File: src/rtl/eq_pkg.sv
// Shared equalizer constants and the I2C register-file FSM state encoding.
// Imported by the gain register block and the equalizer core so band count and gain width agree.
package eq_pkg;

  localparam int              NUM_BANDS_DEF = 10;
  localparam int              GAIN_W        = 8;
  localparam logic [GAIN_W-1:0] GAIN_UNITY  = 8'd128;
  localparam logic [7:0]      REG_BASE      = 8'h01;

  typedef enum logic [3:0] {
    ST_IDLE,
    ST_ADDR,
    ST_ACK_ADDR,
    ST_REG,
    ST_ACK_REG,
    ST_DATA,
    ST_ACK_DATA,
    ST_IGNORE,
    ST_READ,
    ST_READ_ACK
  } i2c_state_e;

endpackage

File: src/rtl/eq_i2c_gain_regs_if.sv
// I2C pad-side signals of the gain register slave: raw SCL/SDA in, open-drain SDA pull-down out.
interface eq_i2c_gain_regs_if;

  logic i2c_scl;
  logic i2c_sda_i;
  logic i2c_sda_oe;

  modport master (output i2c_scl, output i2c_sda_i, input  i2c_sda_oe);
  modport slave  (input  i2c_scl, input  i2c_sda_i, output i2c_sda_oe);

endinterface

File: src/rtl/eq_i2c_line_sync.sv
// Synchronizes raw SCL/SDA into clk and derives one-clk scl_rise/scl_fall/start/stop pulses.
module eq_i2c_line_sync (
  input  logic clk,
  input  logic rst,
  input  logic scl_i,
  input  logic sda_i,
  output logic sda_o,
  output logic scl_rise_o,
  output logic scl_fall_o,
  output logic start_o,
  output logic stop_o
);

  logic [1:0] scl_sync_q;
  logic [1:0] sda_sync_q;
  logic       scl_hist_q;
  logic       sda_hist_q;

  // Preset to 1 so leaving reset on an idle bus never looks like an edge.
  always_ff @(posedge clk) begin
    if (rst) begin
      scl_sync_q <= 2'b11;
      sda_sync_q <= 2'b11;
      scl_hist_q <= 1'b1;
      sda_hist_q <= 1'b1;
    end else begin
      scl_sync_q <= {scl_sync_q[0], scl_i};
      sda_sync_q <= {sda_sync_q[0], sda_i};
      scl_hist_q <= scl_sync_q[1];
      sda_hist_q <= sda_sync_q[1];
    end
  end

  assign sda_o      = sda_sync_q[1];
  assign scl_rise_o =  scl_sync_q[1] & ~scl_hist_q;
  assign scl_fall_o = ~scl_sync_q[1] &  scl_hist_q;
  assign start_o    =  scl_sync_q[1] & scl_hist_q &  sda_hist_q & ~sda_sync_q[1];
  assign stop_o     =  scl_sync_q[1] & scl_hist_q & ~sda_hist_q &  sda_sync_q[1];

endmodule

File: src/rtl/eq_i2c_gain_regs.sv
// I2C write slave holding one gain code per equalizer band (registers 0x01..NUM_BANDS).
// Optional read-back of the gain registers is enabled by defining EQ_I2C_READ_EN.
module eq_i2c_gain_regs
  import eq_pkg::*;
#(
  parameter logic [6:0]        SLAVE_ADDR = 7'h2A,
  parameter int                NUM_BANDS  = NUM_BANDS_DEF,
  parameter logic [GAIN_W-1:0] GAIN_RESET = GAIN_UNITY
) (
  input  logic                        clk,
  input  logic                        rst,
  eq_i2c_gain_regs_if.slave           i2c,
  output logic [NUM_BANDS*GAIN_W-1:0] gain_bus,
  output logic                        gain_wr,
  output logic [3:0]                  gain_wr_idx,
  output logic                        busy
);

  localparam logic [7:0] LAST_REG = 8'(NUM_BANDS);

  logic sda, scl_rise, scl_fall, bus_start, bus_stop;

  eq_i2c_line_sync u_line_sync (
    .clk        (clk),
    .rst        (rst),
    .scl_i      (i2c.i2c_scl),
    .sda_i      (i2c.i2c_sda_i),
    .sda_o      (sda),
    .scl_rise_o (scl_rise),
    .scl_fall_o (scl_fall),
    .start_o    (bus_start),
    .stop_o     (bus_stop)
  );

  i2c_state_e                  state_q;
  logic [7:0]                  ptr_q;
  logic [6:0]                  shift_q;
  logic [2:0]                  bit_cnt_q;
  logic                        ack_q, ack_phase_q, oe_q, busy_q;
  logic [NUM_BANDS*GAIN_W-1:0] gain_q;
  logic                        gain_wr_q;
  logic [3:0]                  gain_wr_idx_q;

  logic [7:0] rx_byte_d;
  logic [7:0] ptr_d;
  logic [3:0] wr_idx_d;
  logic       in_range_d, last_bit_d, addr_ok_d;

  assign rx_byte_d  = {shift_q, sda};
  assign ptr_d      = (ptr_q == 8'hFF) ? ptr_q : ptr_q + 8'd1;
  assign wr_idx_d   = 4'(ptr_q - REG_BASE);
  assign in_range_d = (ptr_q >= REG_BASE) && (ptr_q <= LAST_REG);
  assign last_bit_d = (bit_cnt_q == 3'd7);

`ifdef EQ_I2C_READ_EN
  logic       rd_mode_q;
  logic [7:0] rd_byte_d;
  assign rd_byte_d = in_range_d ? gain_q[int'(wr_idx_d)*GAIN_W +: GAIN_W] : 8'hFF;
  assign addr_ok_d = (rx_byte_d[7:1] == SLAVE_ADDR);
`else
  assign addr_ok_d = (rx_byte_d[7:1] == SLAVE_ADDR) && !rx_byte_d[0];
`endif

  always_ff @(posedge clk) begin
    if (rst) begin
      state_q       <= ST_IDLE;
      ptr_q         <= '0;
      shift_q       <= '0;
      bit_cnt_q     <= '0;
      ack_q         <= 1'b0;
      ack_phase_q   <= 1'b0;
      oe_q          <= 1'b0;
      busy_q        <= 1'b0;
      // NOTE: the gain file is flops, not RAM, so it can and must be reset to unity.
      gain_q        <= {NUM_BANDS{GAIN_RESET}};
      gain_wr_q     <= 1'b0;
      gain_wr_idx_q <= '0;
`ifdef EQ_I2C_READ_EN
      rd_mode_q     <= 1'b0;
`endif
    end else begin
      gain_wr_q <= 1'b0;
      if (bus_stop) begin
        state_q <= ST_IDLE;
        oe_q    <= 1'b0;
        busy_q  <= 1'b0;
      end else if (bus_start) begin
        state_q   <= ST_ADDR;
        oe_q      <= 1'b0;
        bit_cnt_q <= '0;
      end else begin
        case (state_q)
          ST_ADDR: if (scl_rise) begin
            shift_q   <= rx_byte_d[6:0];
            bit_cnt_q <= bit_cnt_q + 3'd1;
            if (last_bit_d) begin
              ack_q       <= 1'b1;
              ack_phase_q <= 1'b0;
              busy_q      <= addr_ok_d;
              state_q     <= addr_ok_d ? ST_ACK_ADDR : ST_IGNORE;
`ifdef EQ_I2C_READ_EN
              rd_mode_q   <= rx_byte_d[0];
`endif
            end
          end
          ST_REG: if (scl_rise) begin
            shift_q   <= rx_byte_d[6:0];
            bit_cnt_q <= bit_cnt_q + 3'd1;
            if (last_bit_d) begin
              ptr_q       <= rx_byte_d;
              ack_q       <= 1'b1;
              ack_phase_q <= 1'b0;
              state_q     <= ST_ACK_REG;
            end
          end
          ST_DATA: if (scl_rise) begin
            shift_q   <= rx_byte_d[6:0];
            bit_cnt_q <= bit_cnt_q + 3'd1;
            if (last_bit_d) begin
              ack_q       <= in_range_d;
              ack_phase_q <= 1'b0;
              ptr_q       <= ptr_d;
              state_q     <= ST_ACK_DATA;
              if (in_range_d) begin
                gain_q[int'(wr_idx_d)*GAIN_W +: GAIN_W] <= rx_byte_d;
                gain_wr_q     <= 1'b1;
                gain_wr_idx_q <= wr_idx_d;
              end
            end
          end
          // First scl_fall drives ACK/NACK for the ninth clock, the second releases it.
          ST_ACK_ADDR, ST_ACK_REG, ST_ACK_DATA: if (scl_fall) begin
            if (!ack_phase_q) begin
              oe_q        <= ack_q;
              ack_phase_q <= 1'b1;
            end else begin
              oe_q      <= 1'b0;
              bit_cnt_q <= '0;
              state_q   <= (state_q == ST_ACK_ADDR) ? ST_REG : ST_DATA;
`ifdef EQ_I2C_READ_EN
              if (state_q == ST_ACK_ADDR && rd_mode_q) begin
                shift_q <= rd_byte_d[6:0];
                oe_q    <= ~rd_byte_d[7];
                state_q <= ST_READ;
              end
`endif
            end
          end
`ifdef EQ_I2C_READ_EN
          ST_READ: begin
            if (scl_rise) begin
              bit_cnt_q <= bit_cnt_q + 3'd1;
              if (last_bit_d) begin
                ack_phase_q <= 1'b0;
                ptr_q       <= ptr_d;
                state_q     <= ST_READ_ACK;
              end
            end else if (scl_fall) begin
              shift_q <= {shift_q[5:0], 1'b0};
              oe_q    <= ~shift_q[6];
            end
          end
          ST_READ_ACK: begin
            if (scl_rise && ack_phase_q) begin
              ack_q <= ~sda;
            end else if (scl_fall) begin
              if (!ack_phase_q) begin
                oe_q        <= 1'b0;
                ack_phase_q <= 1'b1;
              end else if (ack_q) begin
                shift_q   <= rd_byte_d[6:0];
                oe_q      <= ~rd_byte_d[7];
                bit_cnt_q <= '0;
                state_q   <= ST_READ;
              end else begin
                state_q <= ST_IGNORE;
              end
            end
          end
`endif
          ST_IGNORE: oe_q <= 1'b0;
          ST_IDLE:   oe_q <= 1'b0;
          default:   state_q <= ST_IDLE;
        endcase
      end
    end
  end

  assign i2c.i2c_sda_oe = oe_q;
  assign gain_bus       = gain_q;
  assign gain_wr        = gain_wr_q;
  assign gain_wr_idx    = gain_wr_idx_q;
  assign busy           = busy_q;

endmodule

File: src/flat_wrapper.sv
// flat-port wrapper written by rule: the top's interface ports become plain ports
module eq_i2c_gain_regs_flat import eq_pkg::*;
#(
  parameter logic [6:0]        SLAVE_ADDR = 7'h2A,
  parameter int                NUM_BANDS  = NUM_BANDS_DEF,
  parameter logic [GAIN_W-1:0] GAIN_RESET = GAIN_UNITY
)
  (clk, rst, gain_bus, gain_wr, gain_wr_idx, busy, i2c_i2c_scl, i2c_i2c_sda_i, i2c_i2c_sda_oe);
  eq_i2c_gain_regs_if i2c_i ();
  input  logic clk;
  input  logic rst;
  output logic [NUM_BANDS*GAIN_W-1:0] gain_bus;
  output logic gain_wr;
  output logic [3:0] gain_wr_idx;
  output logic busy;
  input wire logic [$bits(i2c_i.i2c_scl)-1:0] i2c_i2c_scl;
  input wire logic [$bits(i2c_i.i2c_sda_i)-1:0] i2c_i2c_sda_i;
  output wire logic [$bits(i2c_i.i2c_sda_oe)-1:0] i2c_i2c_sda_oe;
  assign i2c_i.i2c_scl = i2c_i2c_scl;
  assign i2c_i.i2c_sda_i = i2c_i2c_sda_i;
  assign i2c_i2c_sda_oe = i2c_i.i2c_sda_oe;
  eq_i2c_gain_regs #(.SLAVE_ADDR(SLAVE_ADDR), .NUM_BANDS(NUM_BANDS), .GAIN_RESET(GAIN_RESET)) u_core (.clk(clk), .rst(rst), .i2c(i2c_i), .gain_bus(gain_bus), .gain_wr(gain_wr), .gain_wr_idx(gain_wr_idx), .busy(busy));
endmodule
File: config.mk
export PLATFORM = sky130hd
export DESIGN_NAME = eq_i2c_gain_regs_flat
export DESIGN_NICKNAME = d
export VERILOG_FILES = /design/src/rtl/eq_pkg.sv /design/src/rtl/eq_i2c_gain_regs_if.sv /design/src/rtl/eq_i2c_line_sync.sv /design/src/rtl/eq_i2c_gain_regs.sv /design/src/flat_wrapper.sv
export SDC_FILE = /design/constraint.sdc
export NUM_CORES = 1
export LEC_CHECK = 0
export CAP_MARGIN = 40
export CELL_PAD_IN_SITES_DETAIL_PLACEMENT = 0
export CELL_PAD_IN_SITES_GLOBAL_PLACEMENT = 1
export CORE_UTILIZATION = 39
export DETAILED_ROUTE_END_ITERATION = 10
export PLACE_DENSITY_LB_ADDON = 0.1
export SKIP_LAST_GASP = 1
export SYNTH_ARGS = -nofsm -noshare
export SYNTH_HDL_FRONTEND = slang
export SYNTH_SLANG_ARGS = --single-unit
File: constraint.sdc
create_clock -name clk -period 4 [get_ports clk]
set_clock_uncertainty 0.05 [all_clocks]
set_input_delay 0.6 -clock clk [delete_from_list [all_inputs] [get_ports clk]]
set_output_delay 0.6 -clock clk [all_outputs]
set_load 0.05 [all_outputs]
-- Word level (Yosys, flattened, before mapping)
Cells that the tools add are included.
- add/sub/neg operators: 4
- order comparisons: 2
- equal/unequal tests: 33
- shifts and indexed selects: 2
- mux-type cells: 37
- bitwise logic cells: 17
- reductions and logical operators: 26
- operators by type and width (operator ; count):
    $bwmux W80 ; 1
    $shift A8 B33 Y80 const A ; 1
    $shiftx A8 B33 Y80 ; 1
    $mux W8 ; 5
    $neg A7 Y33 ; 1
    $mux W4 ; 8
    $ne A3 B1 Y1 const B ; 9
    $ne A2 B1 Y1 const B ; 13
    $pmux W4 S5 ; 1
    $mux W3 ; 6
    $reduce_and A9 Y1 ; 2
    $eq A4 B3 Y1 const B ; 4
    $pmux W8 S2 ; 1
    $reduce_and A6 Y1 ; 2
    $mux W1 ; 11
    $not A1 Y1 ; 10
    $reduce_or A3 Y1 ; 3
    $add A8 B1 Y8 const B ; 1
    $eq A4 B2 Y1 const B ; 2
    $eq A8 B8 Y1 const B ; 1
    $ge A8 B1 Y1 const B ; 1
    $le A8 B4 Y1 const B ; 1
    $reduce_and A4 Y1 ; 2
    $reduce_and A8 Y1 ; 1
    19 further kinds ; 33
- bits in registers: 117
- input port bits: 4
- output and inout port bits: 87
- word-level logic and storage cells: 137

-- Longest topological paths before layout
- depth in word-level cells: 7
- mapped depth: 13
- depth with buffers taken out: 10

-- Modules after synthesis
A second synthesis with hierarchy kept.
- cells, all modules: 552
- area total of the unflattened synthesis: 5077.4 um2
- by module, submodules not included (module ; times used ; cells an instance ; area each (um2) ; seq. area each (um2)):
    eq_i2c_gain_regs ; 1 ; 536 ; 4887.2 ; 2202.1
    eq_i2c_line_sync ; 1 ; 16 ; 190.2 ; 120.1

-- Worst setup path before layout
No wires, ideal clock.
- path type: reg-to-reg
- from: reg u_core.ptr_q[0]
- to: reg u_core.gain_q[7] (netlist: u_core.gain_bus[7])
- library setup time: 146 ps
- arrival time: 3263 ps
- data required time: 3804 ps
- path slack: 541 ps
- cell stages (with the launch flop): 13
- buffers on the path: 3
- clock period less this slack: 3459 ps
- cell sequence: dfxtp_1 > clkbuf_1 > inv_1 > ha_1 > buf_4 > xor2_1 > nor2_1 > ha_1 > or4_4 > or4_1 > buf_2 > nand2_1 > o311ai_4
- cells in the longest elaborated chain, start to end: 4
- elaborated cells on any way between the ends: 9
- classes of those cells: add/sub (2); order compare (2); shift (2); mux (1); reduce/logical (2)
- RTL lines (element ; RTL line ; source):
    start: declaration ; eq_i2c_gain_regs.sv:36 ; logic [7:0] ptr_q;
    start signal: assignment ; eq_i2c_gain_regs.sv:110 ; ptr_q <= rx_byte_d;
    start signal: assignment ; eq_i2c_gain_regs.sv:122 ; ptr_q <= ptr_d;
    $sub A4 B1 Y4 ; eq_i2c_gain_regs.sv:51 ; assign wr_idx_d = 4'(ptr_q - REG_BASE);
    $neg A7 Y33 ; eq_i2c_gain_regs.sv:125 ; gain_q[int'(wr_idx_d)*GAIN_W +: GAIN_W] <= rx_byte_d;
    $shiftx A8 B33 Y80 / $shift A8 B33 Y80 (equally long branches) ; eq_i2c_gain_regs.sv:125 ;
    $bwmux W80 ; eq_i2c_gain_regs.sv:125 ;
    end signal: assignment ; eq_i2c_gain_regs.sv:75 ; gain_q <= {NUM_BANDS{GAIN_RESET}};
    end signal: indexed assignment ; eq_i2c_gain_regs.sv:125 ;
    end: declaration ; eq_i2c_gain_regs.sv:40 ; logic [NUM_BANDS*GAIN_W-1:0] gain_q;
Several ways; a longest one is shown, not always the timed one.
A chain may end at the register's enable or synchronous reset.

-- Worst setup path after layout
- from: reg u_core.ptr_q[1]
- to: reg u_core.gain_q[7] (netlist: u_core.gain_bus[7])
Same word-level chain as after synthesis.

==> flow_summary_export.csv <==
group,metric,value,unit
drt,drt-initial-drc-count,267,
critical_path,critical_path.max_fanout,11,
yosys,ys_ff_latch,116,
floorplan,die_h,117,microns
floorplan,core_area,12800,sq um
clock_network,ctsResizeCount,0,
timing,setup_viol,0,
placed_design,hpwl,9.24,mm
run_status,status,"finished clean",
yosys,synth_cells,596,
power_and_ir_drop,leakage,2.51,nW
min_path,min_path_type,"register to register",
clock_network,cts-hold-fix-buffers,0,
critical_path,startpoint_type,"register",
timing,rsz0062_at_grt,"no",
clock_network,h-tree-depth,4,
drt,vias_per_cell,5.32,
cells_and_area,fillers,1210,
critical_path,rr_endpoint,"u_core.gain_bus[7]",
cells_and_area,post-route-util,53.1,%
clock_network,cts_made_buffers,17,
yosys,ys.flop_type,"dfxtp_1",
drt,wl,14.4,mm
clock_network,postCtsSetupBuffers,0,
placed_design,dpl_cell_area,6110,sq um
critical_path,cp.required,4240,ps
timing,max-slew-margin-rel,43.2,%
clock_network,cts_tree,"built",
floorplan,die_w,117,microns
drt,drtPass1Iterations,4,
placed_design,routabilityCongestion,0.817,
yosys,ys_seq_area_share,45.1,%
cells_and_area,num_antenna_cells,0,
floorplan,io_pins,91,
drt,wire_per_inst,16.9,microns
yosys,yosys_warnings,0,
global_route,grt_pass1_wl,22.6,mm
floorplan,initial_utilization,40.3,%
critical_path,rr_worst_depth,9,
yosys,synth-async-reset-ratio,0,%
min_path,min_to,"u_core.u_line_sync.scl_sync_q[1]",
timing,min_period,3400,ps
timing,final.setup.tns,0,ps
yosys,synth_nets,610,
clock_network,clockBufferDepth,2,
clock_network,clock_sinks,116,
drt,drcViolationCount,0,
timing,tightestPinTransition,852,ps
cells_and_area,final_common_cell,"dfxtp_1",
yosys,ys_types,64,
floorplan,dieArea,13700,sq um
cells_and_area,syn_to_final_growth,31.7,%
yosys,synth_edf_count,0,
min_path,min-delay-start,"u_core.u_line_sync.scl_sync_q[0]",
yosys,synth_area,5150,sq um
clock_network,clock_latency,420,ps
cells_and_area,fin_area,6790,sq um
power_and_ir_drop,p_per_area,432,nW/um^2
global_route,grt_pass1_vias,4303,
cells_and_area,fin_nets,680,
critical_path,critPathKind,"register to register",
timing,post-route-period-util,85.0,%
global_route,grt_max_degree,41,
drt,route.vias.total,4526,
critical_path,crit_path_end_kind,"register",
drt,drtAntennaViolNets,0,
cells_and_area,final_cell_mix,"dfxtp_1 (116), nand2_1 (92), clkdlybuf4s50_1 (89)",
global_route,overflow,0,
timing,final_max_slew_viol_count,0,
timing,finalHoldViolations,0,
clock_network,clkTransAtPathRegs,50,ps
global_route,antenna_found_initial,0,
job,cap_viol_max_count,0,
timing,clock.fmax,294,MHz
power_and_ir_drop,total_power,0.00293,W
cells_and_area,drive_above_1_share,9.43,%
floorplan,num_rows,41,
yosys,syn_avg_cell_area,8.65,sq um
global_route,grt_usage,22.4,%
critical_path,r2r_start,"u_core.ptr_q[1]",
placed_design,port_buffers,90,
min_path,whs_path_depth,1,
critical_path,r2r_slack,600,ps
clock_network,root_buffer,"clkbuf_16",
critical_path,arrival,3640,ps
power_and_ir_drop,peakVddDrop,0.296,mV
-- cells in the mapped netlist (2+ instances only) --
master	number	share of area (%)
nor2b_1	4	0.49
inv_1	8	0.58
nor3_1	7	0.68
o21ba_2	2	0.39
mux2i_1	34	6.6
a211oi_1	6	0.87
and3_1	8	0.97
o31ai_1	8	1.2
ha_1	10	2.4
o21a_1	2	0.29
o21ai_0	8	0.78
nand3b_1	2	0.29
xnor2_1	4	0.68
nand2_1	92	6.7
and3b_1	3	0.51
buf_2	9	0.87
or2_2	7	0.85
xor2_1	2	0.34
nor2_1	44	3.2
nor4_2	3	0.73
nand4_1	8	0.97
nand3_1	51	5.0
a211o_1	2	0.34
buf_6	2	0.44
a221oi_1	2	0.34
nand4b_1	3	0.51
a21oi_1	43	4.2
nand2b_1	2	0.24
nor3_2	2	0.39
dfxtp_1	116	45
o22ai_1	2	0.24
nand3_2	3	0.58
clkbuf_1	31	2.3
o21ai_1	23	2.2
or4_1	10	1.5
and2_1	3	0.36
and4_1	3	0.51
-- power by group --
group / internal, W / switching [W]
Clock: 0.00120 / 0.000526
Combinational: 0.00000920 / 0.0000261
Sequential: 0.00116 / 0.00000574
Total: 0.00237 / 0.000558
-- flip-flops by register name (all words and copies together) (netlist names), 2 cells and up --
name and cells:
u_core.gain_bus 80, u_core.ptr_q 8, u_core.bit_cnt_q 3, u_core.state_q 3, u_core.shift_q 7, u_core.u_line_sync.scl_sync_q 2, u_core.u_line_sync.sda_sync_q 2, u_core.gain_wr_idx 4
-- critical path: stages, from the launching register on --
cell and delay, ps:
dfxtp_1 520, inv_1 160, ha_1 310, xor2_1 320
nor2_1 100, ha_1 300, or4_4 530, or4_1 680
nand2_1 190, o311ai_4 100
-- kinds of logic (layout without fill, tap and decap cells) --
family / count (synthesis) / count (layout) / share of synthesized area, %
DFF: 116 / 116 / 45.1
xor gates and xnor gates: 7 / 7 / 1.48
adders and majority gates: 10 / 10 / 2.43
muxes: 34 / 34 / 6.61
and+or+nand+nor: 264 / 264 / 26.2
AOI/OAI and AO/OA: 112 / 112 / 13.7
buffers and inverters: 53 / 136 / 4.44
-- routing by layer --
metal	vias to the layer above	part of all wire (%)	wire [microns]	GRT usage (%)
li1	2257	-	-	-
met4	0	2.5	357	9.37
met3	26	5.3	768	6.28
met2	115	45	6450	35.3
met5	-	0	0	0
met1	2128	47	6800	28.7
-- how the worst max path moves through the flow --
| stage | end | startpoint | cells after the start | slack [ps] |
|---|---|---|---|---|
| floorplan | u_core.gain_bus[7] | u_core.ptr_q[0] | 12 | 540 |
| finish | u_core.gain_bus[7] | u_core.ptr_q[1] | 9 | 600 |
| CTS | u_core.gain_bus[7] | u_core.ptr_q[1] | 9 | 630 |
| global route | u_core.gain_bus[7] | u_core.ptr_q[1] | 9 | 410 |
| global placement | u_core.gain_bus[7] | u_core.ptr_q[1] | 9 | 740 |
| detailed placement | u_core.gain_bus[7] | u_core.ptr_q[1] | 9 | 630 |
-- metrics by stage --
step / hold slack (ps) / setup WS (ps) / cells
after floorplan: 339 / 541 / 596
after global placement: 342 / 742 / 818
after detailed placement: 343 / 634 / 819
after CTS: 355 / 630 / 851
after global routing: 386 / 413 / 851
final: 352 / 600 / 851
-- area by class of cell --
type | instances | area, sq um | share of cell area [%]
Clock inverter | 8 | 168 | 2.47
Tap cell | 172 | 215 | 3.17
Multi-Input combinational cell | 427 | 2600 | 38.3
Timing Repair Buffer | 95 | 933 | 13.8
Sequential cell | 116 | 2320 | 34.2
Inverter | 9 | 33.8 | 0.498
Clock buffer | 24 | 512 | 7.54
Note: power is estimated with default switching activity, not from simulation.
